**config.mk**
```make
export PLATFORM = sky130hd
export DESIGN_NAME = uart_tx_monitor
export DESIGN_NICKNAME = d
export VERILOG_FILES = /design/src/rtl/uart_tx_monitor.sv
export SDC_FILE = /design/constraint.sdc
export NUM_CORES = 1
export LEC_CHECK = 0
export ABC_AREA = 1
export CAP_MARGIN = 20
export CELL_PAD_IN_SITES_DETAIL_PLACEMENT = 1
export CELL_PAD_IN_SITES_GLOBAL_PLACEMENT = 2
export CORE_ASPECT_RATIO = 0.9
export CORE_UTILIZATION = 36
export DETAILED_ROUTE_END_ITERATION = 10
export GPL_TIMING_DRIVEN = 0
export PLACE_DENSITY = 0.78
export REMOVE_ABC_BUFFERS = 1
export SYNTH_ARGS = -nofsm -noshare
export SYNTH_HDL_FRONTEND = slang
export SYNTH_SLANG_ARGS = --single-unit
```
**constraint.sdc**
```tcl
create_clock -name clk -period 3.3 [get_ports clk]
set_input_delay 0.495 -clock clk [delete_from_list [all_inputs] [get_ports clk]]
set_output_delay 0.495 -clock clk [all_outputs]
set_load 0.03 [all_outputs]
```
**src/rtl/uart_tx_monitor.sv**
```systemverilog
// UART line monitor: oversampled deframer (8N1-style, no parity) feeding a
// first-word-fall-through FIFO, with sticky framing-error and overflow flags.
module uart_tx_monitor #(
  parameter int unsigned N          = 8,
  parameter int unsigned CLK_FREQ   = 50000000,
  parameter int unsigned BAUD_RATE  = 9600,
  parameter int unsigned OVERSAMPLE = 16,
  parameter int unsigned FIFO_DEPTH = 4
) (
  input  logic                               clk,
  input  logic                               reset,
  input  logic                               rx_line,
  input  logic                               rd_en,
  input  logic                               clr_flags,
  output logic [N-1:0]                       o_data,
  output logic                               o_empty,
  output logic                               o_full,
  output logic [$clog2(FIFO_DEPTH+1)-1:0]    o_count,
  output logic                               o_busy,
  output logic                               o_frame_err,
  output logic                               o_overflow
);

  localparam int unsigned DIV_RAW = CLK_FREQ / (BAUD_RATE * OVERSAMPLE);
  localparam int unsigned DIV     = (DIV_RAW < 1) ? 1 : DIV_RAW;
  localparam int unsigned TW      = (DIV > 1) ? $clog2(DIV) : 1;
  localparam int unsigned SW      = $clog2(OVERSAMPLE);
  localparam int unsigned BW      = (N > 1) ? $clog2(N) : 1;
  localparam int unsigned AW      = $clog2(FIFO_DEPTH);
  localparam int unsigned CW      = $clog2(FIFO_DEPTH + 1);

  typedef enum logic [2:0] {IDLE, START, DATA, STOP, WAIT} state_e;

  state_e          state_q, state_d;
  logic [TW-1:0]   cnt_q, cnt_d;
  logic            sync1_q, rxs_q;
  logic [SW-1:0]   s_q, s_d;
  logic [BW-1:0]   b_q, b_d;
  logic [N-1:0]    shift_q, shift_d;
  logic            busy_q, busy_d;
  logic [N-1:0]    mem_q [FIFO_DEPTH];
  logic [N-1:0]    mem_d [FIFO_DEPTH];
  logic [AW-1:0]   wptr_q, wptr_d, rptr_q, rptr_d;
  logic [CW-1:0]   count_q, count_d;
  logic [N-1:0]    data_q, data_d;
  logic            empty_q, empty_d, full_q, full_d;
  logic            ferr_q, ferr_d, ovf_q, ovf_d;
  logic            tick_c, push_c, ferr_evt_c, pop_c, wr_c, ovf_evt_c, is_full_c;

  wire s_half_c = (s_q == SW'(OVERSAMPLE / 2 - 1));
  wire s_last_c = (s_q == SW'(OVERSAMPLE - 1));

  // Free-running oversampling tick
  always_comb begin
    tick_c = (cnt_q == TW'(DIV - 1));
    cnt_d  = tick_c ? '0 : cnt_q + TW'(1);
  end

  always_ff @(posedge clk or posedge reset) begin
    if (reset) begin
      state_q <= IDLE;
      cnt_q   <= '0;
      sync1_q <= 1'b1;
      rxs_q   <= 1'b1;
      s_q     <= '0;
      b_q     <= '0;
      shift_q <= '0;
      busy_q  <= 1'b0;
    end else begin
      state_q <= state_d;
      cnt_q   <= cnt_d;
      sync1_q <= rx_line;
      rxs_q   <= sync1_q;
      s_q     <= s_d;
      b_q     <= b_d;
      shift_q <= shift_d;
      busy_q  <= busy_d;
    end
  end

  // Deframer next state; every transition happens on a tick
  always_comb begin
    state_d = state_q;
    if (tick_c) begin
      case (state_q)
        IDLE:    if (!rxs_q) state_d = START;
        START:   if (s_half_c) state_d = rxs_q ? IDLE : DATA;
        DATA:    if (s_last_c && (b_q == BW'(N - 1))) state_d = STOP;
        STOP:    if (s_last_c) state_d = rxs_q ? IDLE : WAIT;
        WAIT:    if (rxs_q) state_d = IDLE;
        default: state_d = IDLE;
      endcase
    end
  end

  // Deframer datapath and events
  always_comb begin
    s_d        = s_q;
    b_d        = b_q;
    shift_d    = shift_q;
    push_c     = 1'b0;
    ferr_evt_c = 1'b0;
    busy_d     = (state_d != IDLE);
    if (tick_c) begin
      case (state_q)
        IDLE: begin
          s_d = '0;
          b_d = '0;
        end
        START: begin
          s_d = s_half_c ? '0 : s_q + SW'(1);
          b_d = '0;
        end
        DATA: begin
          if (s_last_c) begin
            s_d     = '0;
            b_d     = b_q + BW'(1);
            shift_d = (shift_q >> 1) | (N'(rxs_q) << (N - 1));
          end else begin
            s_d = s_q + SW'(1);
          end
        end
        STOP: begin
          if (s_last_c) begin
            s_d        = '0;
            push_c     = rxs_q;
            ferr_evt_c = !rxs_q;
          end else begin
            s_d = s_q + SW'(1);
          end
        end
        default: s_d = '0;
      endcase
    end
  end

  // FWFT FIFO; a push into a full FIFO only lands when a pop frees a slot
  always_comb begin
    is_full_c = (count_q == CW'(FIFO_DEPTH));
    pop_c     = rd_en && (count_q != '0);
    wr_c      = push_c && (!is_full_c || pop_c);
    ovf_evt_c = push_c && is_full_c && !pop_c;
    mem_d     = mem_q;
    if (wr_c) mem_d[wptr_q] = shift_q;
    wptr_d  = wr_c  ? wptr_q + AW'(1) : wptr_q;
    rptr_d  = pop_c ? rptr_q + AW'(1) : rptr_q;
    count_d = count_q;
    if (wr_c && !pop_c) count_d = count_q + CW'(1);
    else if (!wr_c && pop_c) count_d = count_q - CW'(1);
    data_d  = mem_d[rptr_d];
    empty_d = (count_d == '0);
    full_d  = (count_d == CW'(FIFO_DEPTH));
    ferr_d  = ferr_evt_c | (ferr_q & !clr_flags);
    ovf_d   = ovf_evt_c  | (ovf_q  & !clr_flags);
  end

  always_ff @(posedge clk or posedge reset) begin
    if (reset) begin
      for (int i = 0; i < int'(FIFO_DEPTH); i++) mem_q[i] <= '0;
      wptr_q  <= '0;
      rptr_q  <= '0;
      count_q <= '0;
      data_q  <= '0;
      empty_q <= 1'b1;
      full_q  <= 1'b0;
      ferr_q  <= 1'b0;
      ovf_q   <= 1'b0;
    end else begin
      mem_q   <= mem_d;
      wptr_q  <= wptr_d;
      rptr_q  <= rptr_d;
      count_q <= count_d;
      data_q  <= data_d;
      empty_q <= empty_d;
      full_q  <= full_d;
      ferr_q  <= ferr_d;
      ovf_q   <= ovf_d;
    end
  end

  assign o_data      = data_q;
  assign o_empty     = empty_q;
  assign o_full      = full_q;
  assign o_count     = count_q;
  assign o_busy      = busy_q;
  assign o_frame_err = ferr_q;
  assign o_overflow  = ovf_q;

endmodule
```
### After elaboration in Yosys (flattened, before gate mapping)

Cells that the tools add are included.

| word-level totals | value |
|---|---|
| flip-flop bits (word level) | 81 |
| latch bits | 0 |
| RAM bits | 0 |
| ROM bits | 0 |
| input bits | 5 |
| word-level logic and storage cells | 102 |
| memories kept | 0 |

| cells by class | value |
|---|---|
| add/subtract/negate cells | 7 |
| $mul | 0 |
| div/mod/pow operators | 0 |
| order comparisons | 3 |
| equal/unequal tests | 11 |
| shift operators | 0 |
| muxes and demuxes | 31 |
| bitwise logic cells | 7 |
| reduce and logical (&&, ||, !) cells | 23 |

Operator list:

| kind | count |
|---|---|
| bitwise mux 32 bit | 1 |
| two-way mux 32 bit | 1 |
| two-way mux 3 bit | 10 |
| two-way mux 8 bit | 3 |
| binary-select mux 8 bit (select 2 bit) | 1 |
| demux 8 bit (select 2 bit) | 1 |
| one-hot mux 3 bit (5 select lines) | 1 |
| == test 3 bit (second input constant) | 4 |
| adder 9 x 1 -> 9 bit (second input constant) | 1 |
| == test 9 bit (second input constant) | 1 |
| two-way mux 9 bit | 1 |
| logical AND 1 bit | 8 |
| two-way mux 4 bit | 2 |
| OR 7 x 8 -> 8 bit | 1 |
| one-hot mux 4 bit (2 select lines) | 1 |
| adder 3 x 1 -> 3 bit (second input constant) | 2 |
| == test 3 x 2 -> 1 bit (second input constant) | 2 |
| greater-or-equal comparator 3 bit (second input constant) | 2 |
| logical NOT 3 bit | 2 |
| two-way mux 1 bit | 6 |
| inverter 2 -> 3 bit | 2 |
| one-hot mux 3 bit (2 select lines) | 1 |
| AND reduction 3 bit | 2 |
| nonzero test 3 bit | 2 |
| other kinds (15) | 24 |

### Longest topological paths before layout

Gate-level depths: netlist (run 1).

| depth | value |
|---|---|
| depth in word-level cells | 10 |
| mapped depth | 12 |

### Worst setup path before layout (run 1)

No wires, ideal clock.

| path | value |
|---|---|
| path kind | register -> register |
| start | register count_q[0], in the netlist o_count[0] |
| end | register data_q[6], in the netlist o_data[6] |
| setup time | 0.066 ns |
| arrival | 1.858 ns |
| required time | 3.234 ns |
| setup slack | 1.376 ns |
| cell stages (with the launch flop) | 10 |
| path buffers | 2 |
| path through | dfrtp_1 inv_1 ha_1 nand3_1 buf_2 clkbuf_1 nand3_1 nand3_1 nand3_1 nand2_1 |

| on the way | value |
|---|---|
| longest elaborated chain between the ends | 8 |
| elaborated cells on any way between the ends | 12 |
| classes of those cells | eq/ne (1); mux (5); bitwise (1); reduce/logical (5) |

Ends and longest elaborated chain:

| what | line | RTL |
|---|---|---|
| from (decl) | 44 | `logic [CW-1:0] count_q, count_d;` |
| from (signal assigned) | 172 | `count_q <= count_d;` |
| == test 3 bit or nonzero test 3 bit (tied branches) | 139, 140 |  |
| logical NOT 1 bit or logical AND 1 bit (tied branches) | 141, 140 |  |
| logical OR 1 bit | 141 | `wr_c = push_c && (!is_full_c \|\| pop_c);` |
| logical AND 1 bit | 141 |  |
| two-way mux 32 bit | 144 | `if (wr_c) mem_d[wptr_q] = shift_q;` |
| binary-select mux 8 bit (select 2 bit) * | 150 | `data_d = mem_d[rptr_d];` |
| two-way mux 8 bit (not written as such) * (2 in series) | 150 |  |
| via data_d[6] | 45 | `logic [N-1:0] data_q, data_d;` |
| to (signal assigned) | 173 | `data_q <= data_d;` |
| to (decl) | 45 |  |

Mark *: on every way through the listed nets, which the timed path passes. The rest lies on a longest branch. The select of a mux whose other input is x is not followed.
A chain may end at the register's enable or synchronous reset.

### Worst setup path in the final report (run 1)

| path | value |
|---|---|
| start | register count_q[0], in the netlist o_count[0] |
| end | register data_q[2], in the netlist o_data[2] |

Same word-level chain as after synthesis.

==> results of run 1 <==
registers in the layout, indices dropped and copies added, names as in the netlist:
| register | count |
|---|---|
| cnt_q | 9 |
| o_busy | 1 |
| o_frame_err | 1 |
| state_q | 3 |
| o_full | 1 |
| shift_q | 8 |
| o_empty | 1 |
| s_q | 4 |
| o_data | 8 |
| sync1_q | 1 |
| o_overflow | 1 |
| b_q | 3 |
| mem_q | 32 |
| rxs_q | 1 |
| o_count | 3 |
| wptr_q | 2 |
| rptr_q | 2 |
worst min path at each step:
| stage | from | to | slack [ns] | depth (start not counted) |
|---|---|---|---|---|
| 2_1_floorplan | sync1_q | rxs_q | 0.35 | 0 |
| 3_3_place_gp | sync1_q | rxs_q | 0.35 | 0 |
| 3_5_place_dp | sync1_q | rxs_q | 0.35 | 0 |
| 4_1_cts | sync1_q | rxs_q | 0.36 | 0 |
| 5_1_grt | sync1_q | rxs_q | 0.36 | 0 |
| 6_report | sync1_q | rxs_q | 0.36 | 0 |
per-layer routing:
metal,global-route usage,part of all wire
met1,0.2730,0.48
met4,0.06044,0.014
met5,0,0
met3,0.04371,0.033
met2,0.3176,0.48
final cells by class:
cell class                      instances  area, µm²
Inverter                               52      197.7
Tap cell                              156      195.2
Clock inverter                          2      35.03
Fill cell                            1384       6556
Timing Repair Buffer                   21      227.7
Sequential cell                        81       2031
Clock buffer                           14      274.0
Multi-Input combinational cell        375       1872
cell families after synthesis:
group | Yosys count | synth area share
muxes | 1 | 0.002382
buffers and inverters | 67 | 0.07145
and+or+nand+nor | 294 | 0.3135
AOI/OAI and AO/OA | 62 | 0.07949
xor gates and xnor gates | 6 | 0.01429
adders and majority gates | 12 | 0.03572
DFF | 81 | 0.4832
power groups by stage:
stage          combinational (mW)  clock [mW]  sequential, mW
2_1_floorplan               0.483           0            1.27
3_3_place_gp                0.920           0            1.14
3_5_place_dp                0.939           0            1.15
4_1_cts                     0.942        1.09            1.13
5_1_grt                      1.03        1.11            1.14
6_report                    0.918        1.05            1.13
cells in the final DEF, fill, tap and decap left out, types with 2 or more instances in the layout:
cell type	n
a21oi_1	6
clkbuf_1	2
clkbuf_16	9
clkbuf_8	3
clkdlybuf4s50_1	20
dfrtp_1	78
dfstp_2	3
ha_1	12
inv_1	42
inv_2	9
nand2_1	162
nand2_2	10
nand2_4	3
nand3_1	82
nand4_1	2
nor2_1	24
nor2_8	2
nor3_1	4
o21ai_0	50
o22ai_1	2
or2_2	2
xor2_1	4
through the flow:
step	area, µm²	TNS, ns	utilization
finish	4832	0	0.4243
global route	4832	0	0.4243
CTS	4832	0	0.4243
detailed placement	4523	0	0.3972
global placement	4493	-62.87	0.3945
floorplan	4098	0	-
synth_stat cells, types with 3 or more instances:
master,instances,share of area
nand2_1,162,0.14
nor3_1,4,0.0048
xor2_1,4,0.0083
nand2_2,10,0.015
ha_1,12,0.036
nor2_1,24,0.021
nand2_4,3,0.0080
inv_1,43,0.038
buf_2,3,0.0036
nand3_1,82,0.098
o21ai_0,50,0.060
inv_2,9,0.0080
buf_6,4,0.011
a21oi_1,6,0.0071
dfstp_2,3,0.019
dfrtp_1,78,0.46
clkbuf_1,6,0.0054
==> out/results.tsv, run 1 <==
metric	value	unit
core	11390	µm²
antennaDiodeCount	0	
io_buffers	20	
path_buf_inv	1	
path_delay_family	simple AND/OR/NAND/NOR gates	
routed_via_density	4.990	
cp.depth	8	
ys.warnings.count	0	
hold_ws	0.3568	ns
initial_utilization	0.3690	
syn_inst	523	
synth-edff-count	0	
cp_max_fo	33	
placed_cells	685	
rsz0062_at_grt	no	
ir_drop	421.5	µV
htreeDepth	3	
place_congestion	0.7144	
critPathCaptureType	flop	
hpwlAfterDp	7023	µm
start_kind	flop	
syn_avg_cell_area	8.036	µm²
cellLeakagePower	2.431	nW
ys_ff_latch	81	
path_common_cell	nand3_1	
critical_path.max_stage_delay	0.74	ns
fin_crit	2.778	ns
antenna_found_initial	0	
clkSinkCount	81	
synth_cell_types	33	
crit_required	3.58	ns
cts_inserted_buffers	9	
crit_start	o_count[0]	
p_clk_frac	0.339	
syn_to_final_growth	14.97	%
cap_violations	0	
cts.clk_slew.worst_paths	0.06	ns
hold_path.class	reg2reg	
track_usage	0.2007	
stdcell_count	701	
setup_ws	0.5216	ns
hold_viol	0	
combinationalPowerShare	0.297	
drv_slew	0	
wl	10710	µm
ant_nets	0	
grt_pass1_vias	3722	
cts_tree	yes	
dieWidth	115.9	µm
fmax	359.9	MHz
rows	37	
grt_max_degree	62	
post_cts_buffers	0	
num_io_pins	21	
rr_worst_depth	8	
switching_share	0.3381	
hold_buffers	0	
grt_first_pass_wirelength	18600	µm
die-area	12110	µm²
clk_latency	0.34	ns
status	finished clean	
drtPass1Iterations	4	
fin_skew	0.004579	ns
worstPathArrival	3.06	ns
power.total	3.095	mW
critPathSlowestCell	nand3_1	
tightest_slew	1.024	ns
r2r_start	o_count[0]	
root_buffer	clkbuf_16	
setup-violations-final	0	
wl_per_cell	15.28	µm
grt-ovfl-total	0	
clockBufferDepth	2	
crit_type	reg2reg	
finalCritPeriodShare	0.8419	
drive_gt1_frac	0.08991	
post_cts_resized	0	
slew_headroom	0.3154	
drc	0	
pre_cts_ws	0.2911	ns
die_h	104.5	µm
crit_end	o_data[2]	
timing.rr.end	o_data[2]	
power_frac_seq	0.365	
drt_iter0_drc	137	
netlist_area	4203	µm²
async_reset_ff_frac	1.000	
ys_seq_area_frac	0.4832	
vias	3498	
powerDensity	640.5	nW/µm²
rrSetupSlack	0.52	ns
path_cells	inv_1, ha_1, nand3_1, nand2_4, nand2_1, nand3_1, nand3_1, nand2_1	
ys.flop_type	dfrtp_1	
fin_nets	557	
intPower	2.049	mW
power.net_switching	1.046	mW
Power figures use the tool's default switching activity.
==> run 2: changes to the inputs <==
==> constraint.sdc (replaced) <==
create_clock -name clk -period 2.66 [get_ports clk]
set_input_delay 0.399 -clock clk [delete_from_list [all_inputs] [get_ports clk]]
set_output_delay 0.399 -clock clk [all_outputs]
set_load 0.03 [all_outputs]
==> out/results.tsv, run 2 (synthesis gave the netlist of run 1 again) <==
metric	value	unit	change
cellLeakagePower	2.432	nW	about the same
largest_reg_flops	32		unchanged
hold_viol	0		unchanged
switching_share	0.3391		+0.001010
path_delay_family	simple AND/OR/NAND/NOR gates		
wl	10750	µm	+0.34%
die_h	104.5	µm	unchanged
antennaDiodeCount	0		unchanged
power.net_switching	1.304	mW	+25%
crit_required	2.94	ns	-0.64 ns
num_io_pins	21		unchanged
fin_nets	557		unchanged
fin_skew	0.004829	ns	+0.0002501 ns
fin_crit	2.322	ns	-0.4563 ns
pre_cts_ws	-0.2529	ns	-0.5440 ns
cts_inserted_buffers	9		unchanged
post_cts_buffers	0		unchanged
initial_utilization	0.3690		unchanged
hold_buffers	0		unchanged
grt_first_pass_wirelength	18620	µm	about the same
hold_ws	0.3568	ns	unchanged
intPower	2.542	mW	+24%
htreeDepth	3		unchanged
cts.clk_slew.worst_paths	0.06	ns	about the same
grt-ovfl-total	0		unchanged
place_congestion	0.7144		unchanged
power.total	3.847	mW	+24%
slew_headroom	0.5456		+0.2302
finalCritPeriodShare	0.8730		+0.03103
p_clk_frac	0.338		about the same
clockBufferDepth	2		unchanged
cap_violations	0		unchanged
root_buffer	clkbuf_16		
setup-violations-final	0		unchanged
tns	0	ns	unchanged
setup_ws	0.3379	ns	-0.1837 ns
vias	3498		unchanged
grt_max_degree	62		unchanged
cts_tree	yes		
grt_pass1_vias	3726		+0.11%
drive_gt1_frac	0.09174		+0.001835
rows	37		unchanged
drtPass1Iterations	4		unchanged
powerDensity	795.2	nW/µm²	+24%
critPathCaptureType	flop		
hpwlAfterDp	7023	µm	unchanged
io_buffers	20		unchanged
reg_top3	mem_q (32), cnt_q (9)		
start_kind	flop		
dieWidth	115.9	µm	unchanged
path_buf_inv	1		unchanged
final_core_util	0.4247		+0.0004400
drv_slew	0		unchanged
final_cell_mix	162 x nand2_1, 81 x nand3_1, 78 x dfrtp_1, 50 x o21ai_0, 42 x inv_1		
antenna_found_initial	0		unchanged
routed_via_density	4.990		unchanged
track_usage	0.2008		about the same
clkSinkCount	81		unchanged
path_cells	inv_1, ha_1, nand3_2, nand2_4, nand2_1, nand3_1, nand3_1, nand2_1		
wl_per_cell	15.33	µm	+0.34%
fmax	430.6	MHz	+20%
status	finished clean		
ant_nets	0		unchanged
max_flop_register	mem_q		
critPathSlowestCell	nand2_4		
crit_type	reg2reg		
syn_to_final_growth	15.09	%	
drc	0		unchanged
core	11390	µm²	unchanged
clk_latency	0.34	ns	about the same
die-area	12110	µm²	unchanged
power_frac_seq	0.364		about the same
rsz0062_at_grt	no		
worstPathArrival	2.60	ns	-0.46 ns
drt_iter0_drc	136		-0.73%
combinationalPowerShare	0.297		about the same
mostFrequentLayoutCell	nand2_1		
ir_drop	522.8	µV	+24%
cp_max_fo	33		unchanged
tightest_slew	0.6810	ns	-0.3430 ns
critical_path.max_stage_delay	0.55	ns	-0.19 ns
hold_path.class	reg2reg		
## run 2: routing by layer
metal | global-route usage | share of wire | vias up
li1 | - | - | 1718
met1 | 0.2730 | 0.47 | 1732
met5 | 0 | 0 | -
met2 | 0.3180 | 0.48 | 38
met4 | 0.06044 | 0.012 | 0
met3 | 0.04371 | 0.034 | 10
## run 2: final timing paths
path | from | cells past startpoint | endpoint | slack, ns
worst min-delay path | sync1_q | 0 | rxs_q | 0.36
min in group asynchronous | reset | 2 | mem_q[19] | 0.37
worst max register to register | o_count[0] | 8 | o_data[2] | 0.34
max in group asynchronous | reset | 3 | o_empty | 1.65
worst min register to register | sync1_q | 0 | rxs_q | 0.36
worst max-delay path | o_count[0] | 8 | o_data[2] | 0.34
## run 2: power by group through the flow
| stage | clock (mW) | combinational [mW] | sequential (mW) |
|---|---|---|---|
| final | 1.30 | 1.14 | 1.40 |
| after CTS | 1.35 | 1.17 | 1.40 |
| after floorplan | 0 | 0.599 | 1.57 |
| after detailed placement | 0 | 1.16 | 1.42 |
| after global routing | 1.38 | 1.28 | 1.41 |
| after global placement | 0 | 1.14 | 1.42 |
## run 2: through the flow
stage	instances	instance area, µm²
final	701	4837
after global routing	701	4837
after CTS	701	4837
after detailed placement	685	4523
after global placement	684	4493
after floorplan	508	4098
## run 2: area by class of cell
cell class / count / area, µm²
Clock buffer: 14 / 274.0
Clock inverter: 2 / 35.03
Fill cell: 1382 / 6551
Inverter: 52 / 197.7
Multi-Input combinational cell: 375 / 1877
Sequential cell: 81 / 2031
Tap cell: 156 / 195.2
Timing Repair Buffer: 21 / 227.7
## run 2: repair_timing
item / 4_1_cts / 5_1_grt
resized for setup: 1 / 0
endpoints found under the setup margin: 10 / 0
hold endpoints to repair: 0 / 0
